`src/rtl/alu_pipe.sv`:
```
// Registered ALU with valid/ready on both sides and an iterative restoring divider.
// Non-divide ops (and divide by zero) complete on the accept edge; divides take WIDTH cycles.
module alu_pipe #(
  parameter int WIDTH = 8
) (
  input  logic             clk,
  input  logic             reset,
  input  logic             in_valid,
  output logic             in_ready,
  input  logic [WIDTH-1:0] A,
  input  logic [WIDTH-1:0] B,
  input  logic [3:0]       ALU_Sel,
  output logic             out_valid,
  input  logic             out_ready,
  output logic [WIDTH-1:0] ALU_Out,
  output logic             CarryOut,
  output logic             Zero,
  output logic             DivByZero
);
  localparam int CNT_W = $clog2(WIDTH);
  localparam logic [3:0] OP_DIV = 4'b0011;
  // The accept edge already produces the quotient MSB, so the counter starts one bit lower.
  localparam logic [CNT_W-1:0] CNT_START = CNT_W'(WIDTH - 2);

  typedef enum logic {IDLE, DIV} state_t;

  // Returns {carry, result} for every single-cycle opcode.
  function automatic logic [WIDTH:0] alu_op(input logic [WIDTH-1:0] a,
                                            input logic [WIDTH-1:0] b,
                                            input logic [3:0]       sel);
    logic [2*WIDTH-1:0] prod;
    logic [WIDTH:0]     r;
    prod = {{WIDTH{1'b0}}, a} * {{WIDTH{1'b0}}, b};
    r = '0;
    case (sel)
      4'b0000: r = {1'b0, a} + {1'b0, b};
      4'b0001: r = {a < b, a - b};
      4'b0010: r = {|prod[2*WIDTH-1:WIDTH], prod[WIDTH-1:0]};
      4'b0011: r = {1'b0, {WIDTH{1'b1}}};
      4'b0100: r = {a[WIDTH-1], a[WIDTH-2:0], 1'b0};
      4'b0101: r = {a[0], 1'b0, a[WIDTH-1:1]};
      4'b0110: r = {1'b0, a[WIDTH-2:0], a[WIDTH-1]};
      4'b0111: r = {1'b0, a[0], a[WIDTH-1:1]};
      4'b1000: r = {1'b0, a & b};
      4'b1001: r = {1'b0, a | b};
      4'b1010: r = {1'b0, a ^ b};
      4'b1011: r = {1'b0, ~(a | b)};
      4'b1100: r = {1'b0, ~(a & b)};
      4'b1101: r = {1'b0, ~(a ^ b)};
      4'b1110: r = {{WIDTH{1'b0}}, a > b};
      4'b1111: r = {{WIDTH{1'b0}}, a == b};
      default: r = '0;
    endcase
    return r;
  endfunction

  // One restoring step: q carries the unconsumed dividend bits in and the quotient bits out.
  function automatic logic [2*WIDTH-1:0] div_step(input logic [WIDTH-1:0] rem,
                                                  input logic [WIDTH-1:0] q,
                                                  input logic [WIDTH-1:0] d);
    logic [WIDTH:0] trial;
    trial = {rem, q[WIDTH-1]};
    if (trial >= {1'b0, d})
      return {trial[WIDTH-1:0] - d, q[WIDTH-2:0], 1'b1};
    return {trial[WIDTH-1:0], q[WIDTH-2:0], 1'b0};
  endfunction

  state_t             state, state_nxt;
  logic [CNT_W-1:0]   cnt_p1;
  logic [WIDTH-1:0]   rem_p1, quo_p1, dvs_p1;
  logic               accept, out_free, div_start, div_done, div_iter;
  logic               load_en, load_c, load_dz;
  logic [WIDTH-1:0]   load_val;
  logic [WIDTH:0]     alu_res;
  logic [2*WIDTH-1:0] step_first, step_iter;

  assign out_free   = !out_valid || out_ready;
  assign in_ready   = !reset && (state == IDLE) && out_free;
  assign accept     = in_valid && in_ready;
  assign alu_res    = alu_op(A, B, ALU_Sel);
  assign step_first = div_step('0, A, B);
  assign step_iter  = div_step(rem_p1, quo_p1, dvs_p1);
  assign div_start  = accept && (ALU_Sel == OP_DIV) && (B != '0);
  assign div_iter   = (state == DIV) && (cnt_p1 != '0);
  // The last step is held combinationally until the output register can take it.
  assign div_done   = (state == DIV) && (cnt_p1 == '0) && out_free;

  always_comb begin
    state_nxt = state;
    load_en   = 1'b0;
    load_val  = '0;
    load_c    = 1'b0;
    load_dz   = 1'b0;
    case (state)
      IDLE: begin
        if (div_start) begin
          state_nxt = DIV;
        end else if (accept) begin
          load_en  = 1'b1;
          load_val = alu_res[WIDTH-1:0];
          load_c   = alu_res[WIDTH];
          load_dz  = (ALU_Sel == OP_DIV);
        end
      end
      DIV: begin
        if (div_done) begin
          state_nxt = IDLE;
          load_en   = 1'b1;
          load_val  = step_iter[WIDTH-1:0];
        end
      end
      default: state_nxt = IDLE;
    endcase
  end

  // p1: divider working registers
  always_ff @(posedge clk) begin
    if (div_start) begin
      {rem_p1, quo_p1} <= step_first;
      dvs_p1           <= B;
    end else if (div_iter) begin
      {rem_p1, quo_p1} <= step_iter;
    end
  end

  // Output stage: control state plus the result register
  always_ff @(posedge clk) begin
    if (reset) begin
      state     <= IDLE;
      cnt_p1    <= '0;
      out_valid <= 1'b0;
      ALU_Out   <= '0;
      CarryOut  <= 1'b0;
      Zero      <= 1'b0;
      DivByZero <= 1'b0;
    end else begin
      state <= state_nxt;
      if (div_start)
        cnt_p1 <= CNT_START;
      else if (div_iter)
        cnt_p1 <= cnt_p1 - CNT_W'(1);
      if (load_en) begin
        out_valid <= 1'b1;
        ALU_Out   <= load_val;
        CarryOut  <= load_c;
        Zero      <= (load_val == '0);
        DivByZero <= load_dz;
      end else if (out_ready) begin
        out_valid <= 1'b0;
      end
    end
  end

endmodule

```
`config.mk`:
```
export PLATFORM = sky130hd
export DESIGN_NAME = alu_pipe
export DESIGN_NICKNAME = d
export VERILOG_FILES = /design/src/rtl/alu_pipe.sv
export SDC_FILE = /design/constraint.sdc
export NUM_CORES = 1
export LEC_CHECK = 0
export BUFFER_PORTS_ARGS = -buffer_cell sky130_fd_sc_hd__buf_2
export CAP_MARGIN = 20
export CELL_PAD_IN_SITES_DETAIL_PLACEMENT = 1
export CELL_PAD_IN_SITES_GLOBAL_PLACEMENT = 1
export CORE_AREA = 2 2 121 123
export DETAILED_ROUTE_END_ITERATION = 10
export DIE_AREA = 0 0 123 125
export GPL_TIMING_DRIVEN = 0
export PLACE_DENSITY = 0.76
export SLEW_MARGIN = 30
export SYNTH_ARGS = -nofsm -noshare
export SYNTH_HDL_FRONTEND = slang
export SYNTH_SLANG_ARGS = --single-unit
export TNS_END_PERCENT = 50
```
`constraint.sdc`:
```
create_clock -name clk -period 5.1 [get_ports clk]
set_clock_uncertainty 0.15 [all_clocks]
set_input_delay 0.765 -clock clk [delete_from_list [all_inputs] [get_ports clk]]
set_output_delay 0.765 -clock clk [all_outputs]
set_load 0.01 [all_outputs]
```
==> impl_metrics.ini <==
[power]
leakagePower_nw = 2.97
power_density_nw_per_um2 = 253
ir_worst_vdd_v = 0.000159
power_mw = 1.71

[finish]
fillers = 1749
n_antenna_cell = 0
multi_input_area_um2 = 4470
layout_common_cells = inv_1, ha_1, nor2_1
syn_to_final_growth_pct = 13.9
final_layout_size_suffix_gt1_share_pct = 14.9
stdcell_area_um2 = 6780
final_core_util_pct = 47.8
final_common_cell = inv_1
seqCellArea_um2 = 1040
nNetsFinal = 918

[placement]
place_congestion = 0.990
port_buffers = 32
dpl_cell_area_um2 = 6340
dpl.hpwl_mm = 17.4

[setup_path]
cpMostUsedCell = fa_1
cp_cell_sequence = buf_4, clkinvlp_4, nor2_1, fa_1, inv_1, fa_1, fa_1, fa_1, inv_1, ha_2, o21ai_2, a21oi_2, a221o_1, a21o_1, a21oi_2, xnor2_1, a31oi_2
crit_family = adder cells
cp_slowest_cell = fa_1
crit_type = in2reg
startpoint_type = primary input
cp-end-kind = register
regToRegSetupSlack_ps = 2000
worstPathRequired_ps = 5100
cp_max_fo = 9
critPathBufInv = 4
arrival_ps = 4980
critPathMaxStageDelay_ps = 560

[clock_network]
cts_root_buffer = clkbuf_16
htree_levels = 2
cts_tree = done
cts_buffer_depth = 2
cts_hold_buf = 0
clkSlewWorstSetupHoldPaths_ps = 60
cts_num_sinks = 40
clk_latency_ps = 290
numCtsBuffers = 5

[synth]
synth_top_cell_by_area = ha_1
ys_ff_latch = 40
async_flop_share_pct = 0
synth.top_cells.by_area = ha_1, fa_1, edfxtp_1
ys_seq_area_share_pct = 17.5
yosys.area.top_type_share_pct = 15.3
synthesis.nets = 865
synth_cell_types = 67
ys.flop_type = edfxtp_1
netlist_instances = 729
synth-edff-count = 24
avgSynthCellArea_um2 = 8.17
yosysWarnings = 0
syn_area_um2 = 5950

[die]
die_area_um2 = 15400
initial_core_util_pct = 41.9
die-height_um = 125
row_count = 44
die_w_um = 123
ios = 37
core_area_um2 = 14200

[outcome]
status = complete, no violations

[detailed_routing]
routed_via_density = 5.98
drtIter0Drc = 353
wl_per_cell_um = 22.7
drcViolationCount = 0
antenna_left = 0
dr.pass1.iters = 5
totalWireLength_mm = 21.9
vias = 5779

[global_route]
grt_pass1_vias = 6087
grt_pass1_wl_mm = 34.0
grt_overflow = 0
grt_max_degree = 18
antenna_found_initial = 0
groute.usage.overall_pct = 29.0

[job]
drv_cap = 0

[worst_hold_path]
min_path_type = reg2reg

[timing]
report.final.hold_viol_count = 0
worst_slew_pin_slew_ps = 988
drv_slew = 0
timing.setup.tns_ps = 0
fin_crit_sh_pct = 97.8
fmax_mhz = 200
fin_crit_ps = 4990
slew_headroom_pct = 33.6
setup_violations = 0
sequential cells by signal (all words and copies together), names as in the netlist:
register,flops
out_valid,1
CarryOut,1
cnt_p1,3
ALU_Out,8
DivByZero,1
rem_p1,8
Zero,1
dvs_p1,8
quo_p1,8
state,1
cell families after synthesis:
kind of cell / share of synthesized area (%)
fa+ha+maj: 28.5
simple gates: 17.6
compound gates: 19.9
buf+inv: 9.33
flops: 17.5
mux: 2.88
xor+xnor: 4.39
final timing paths:
path	end	depth (start not counted)	from
max	CarryOut	17	A[5]
min	ALU_Out[3]	2	ALU_Out[3]
max reg2reg	CarryOut	10	cnt_p1[0]
min reg2reg	ALU_Out[3]	2	ALU_Out[3]
power by group:
| part | internal (mW) | leakage (nW) | switching [mW] | total, mW |
|---|---|---|---|---|
| clock network | 0.180 | 0.0678 | 0.127 | 0.307 |
| logic | 0.418 | 2.55 | 0.637 | 1.05 |
| registers | 0.348 | 0.346 | 0.00437 | 0.353 |
metrics by stage:
stage / setup slack [ps] / cells / hold WS [ps]
3_3_place_gp: -697 / 945 / 297
4_1_cts: 1.53 / 952 / 307
5_1_grt: -89.4 / 967 / 331
2_1_floorplan: 168 / 729 / 331
6_report: 112 / 967 / 307
3_5_place_dp: -752 / 945 / 299
metal layers:
layer / share of wire [%] / vias to the layer above / GRT usage, %
li1: - / 2626 / -
met1: 43 / 2903 / 38.2
met2: 48 / 202 / 48.0
met3: 6.5 / 48 / 4.47
met4: 3.0 / 0 / 9.89
met5: 0 / - / 0
worst reg2reg max path, cell delays in order (launching register included):
cell and delay (ps):
dfxtp_1 300, inv_1 120, ha_1 190, and3b_1 230, and2_1 140, clkbuf_1 380, nor4b_1 200, a211oi_1 590
o2111ai_1 270, nor3b_2 260, a31oi_2 130
cell type report:
cell class | count | share of cell area [%]
sequential | 40 | 15.3
tap | 184 | 3.39
clock buffer | 5 | 1.84
clock inverter | 3 | 0.258
multi-input combinational | 550 | 65.8
timing repair buffer | 47 | 4.54
buffer | 32 | 2.58
inverter | 106 | 6.20
cells in the mapped netlist, drive strengths merged (5+ instances only):
cell type and count:
a211oi 12, a21o 8, a21oi 43, a31oi 7, a32oi 5, and3 5, buf 18, clkbuf 15
dfxtp 16, edfxtp 24, fa 39, ha 73, inv 105, mux2 9, mux2i 7, nand2 58
nand2b 12, nand3 14, nor2 62, nor2b 14, nor3 17, nor4 9, o21ai 43, o22ai 11
o31ai 5, xnor2 21, xor2 8
repair_timing:
item                                    in CTS  in global routing
endpoints found under the setup margin       3                  3
pin swaps                                    3                 10
setup buffers                                0                 15
gates resized for setup                     22                 27
No activity file was read; power rests on OpenSTA's default activity.
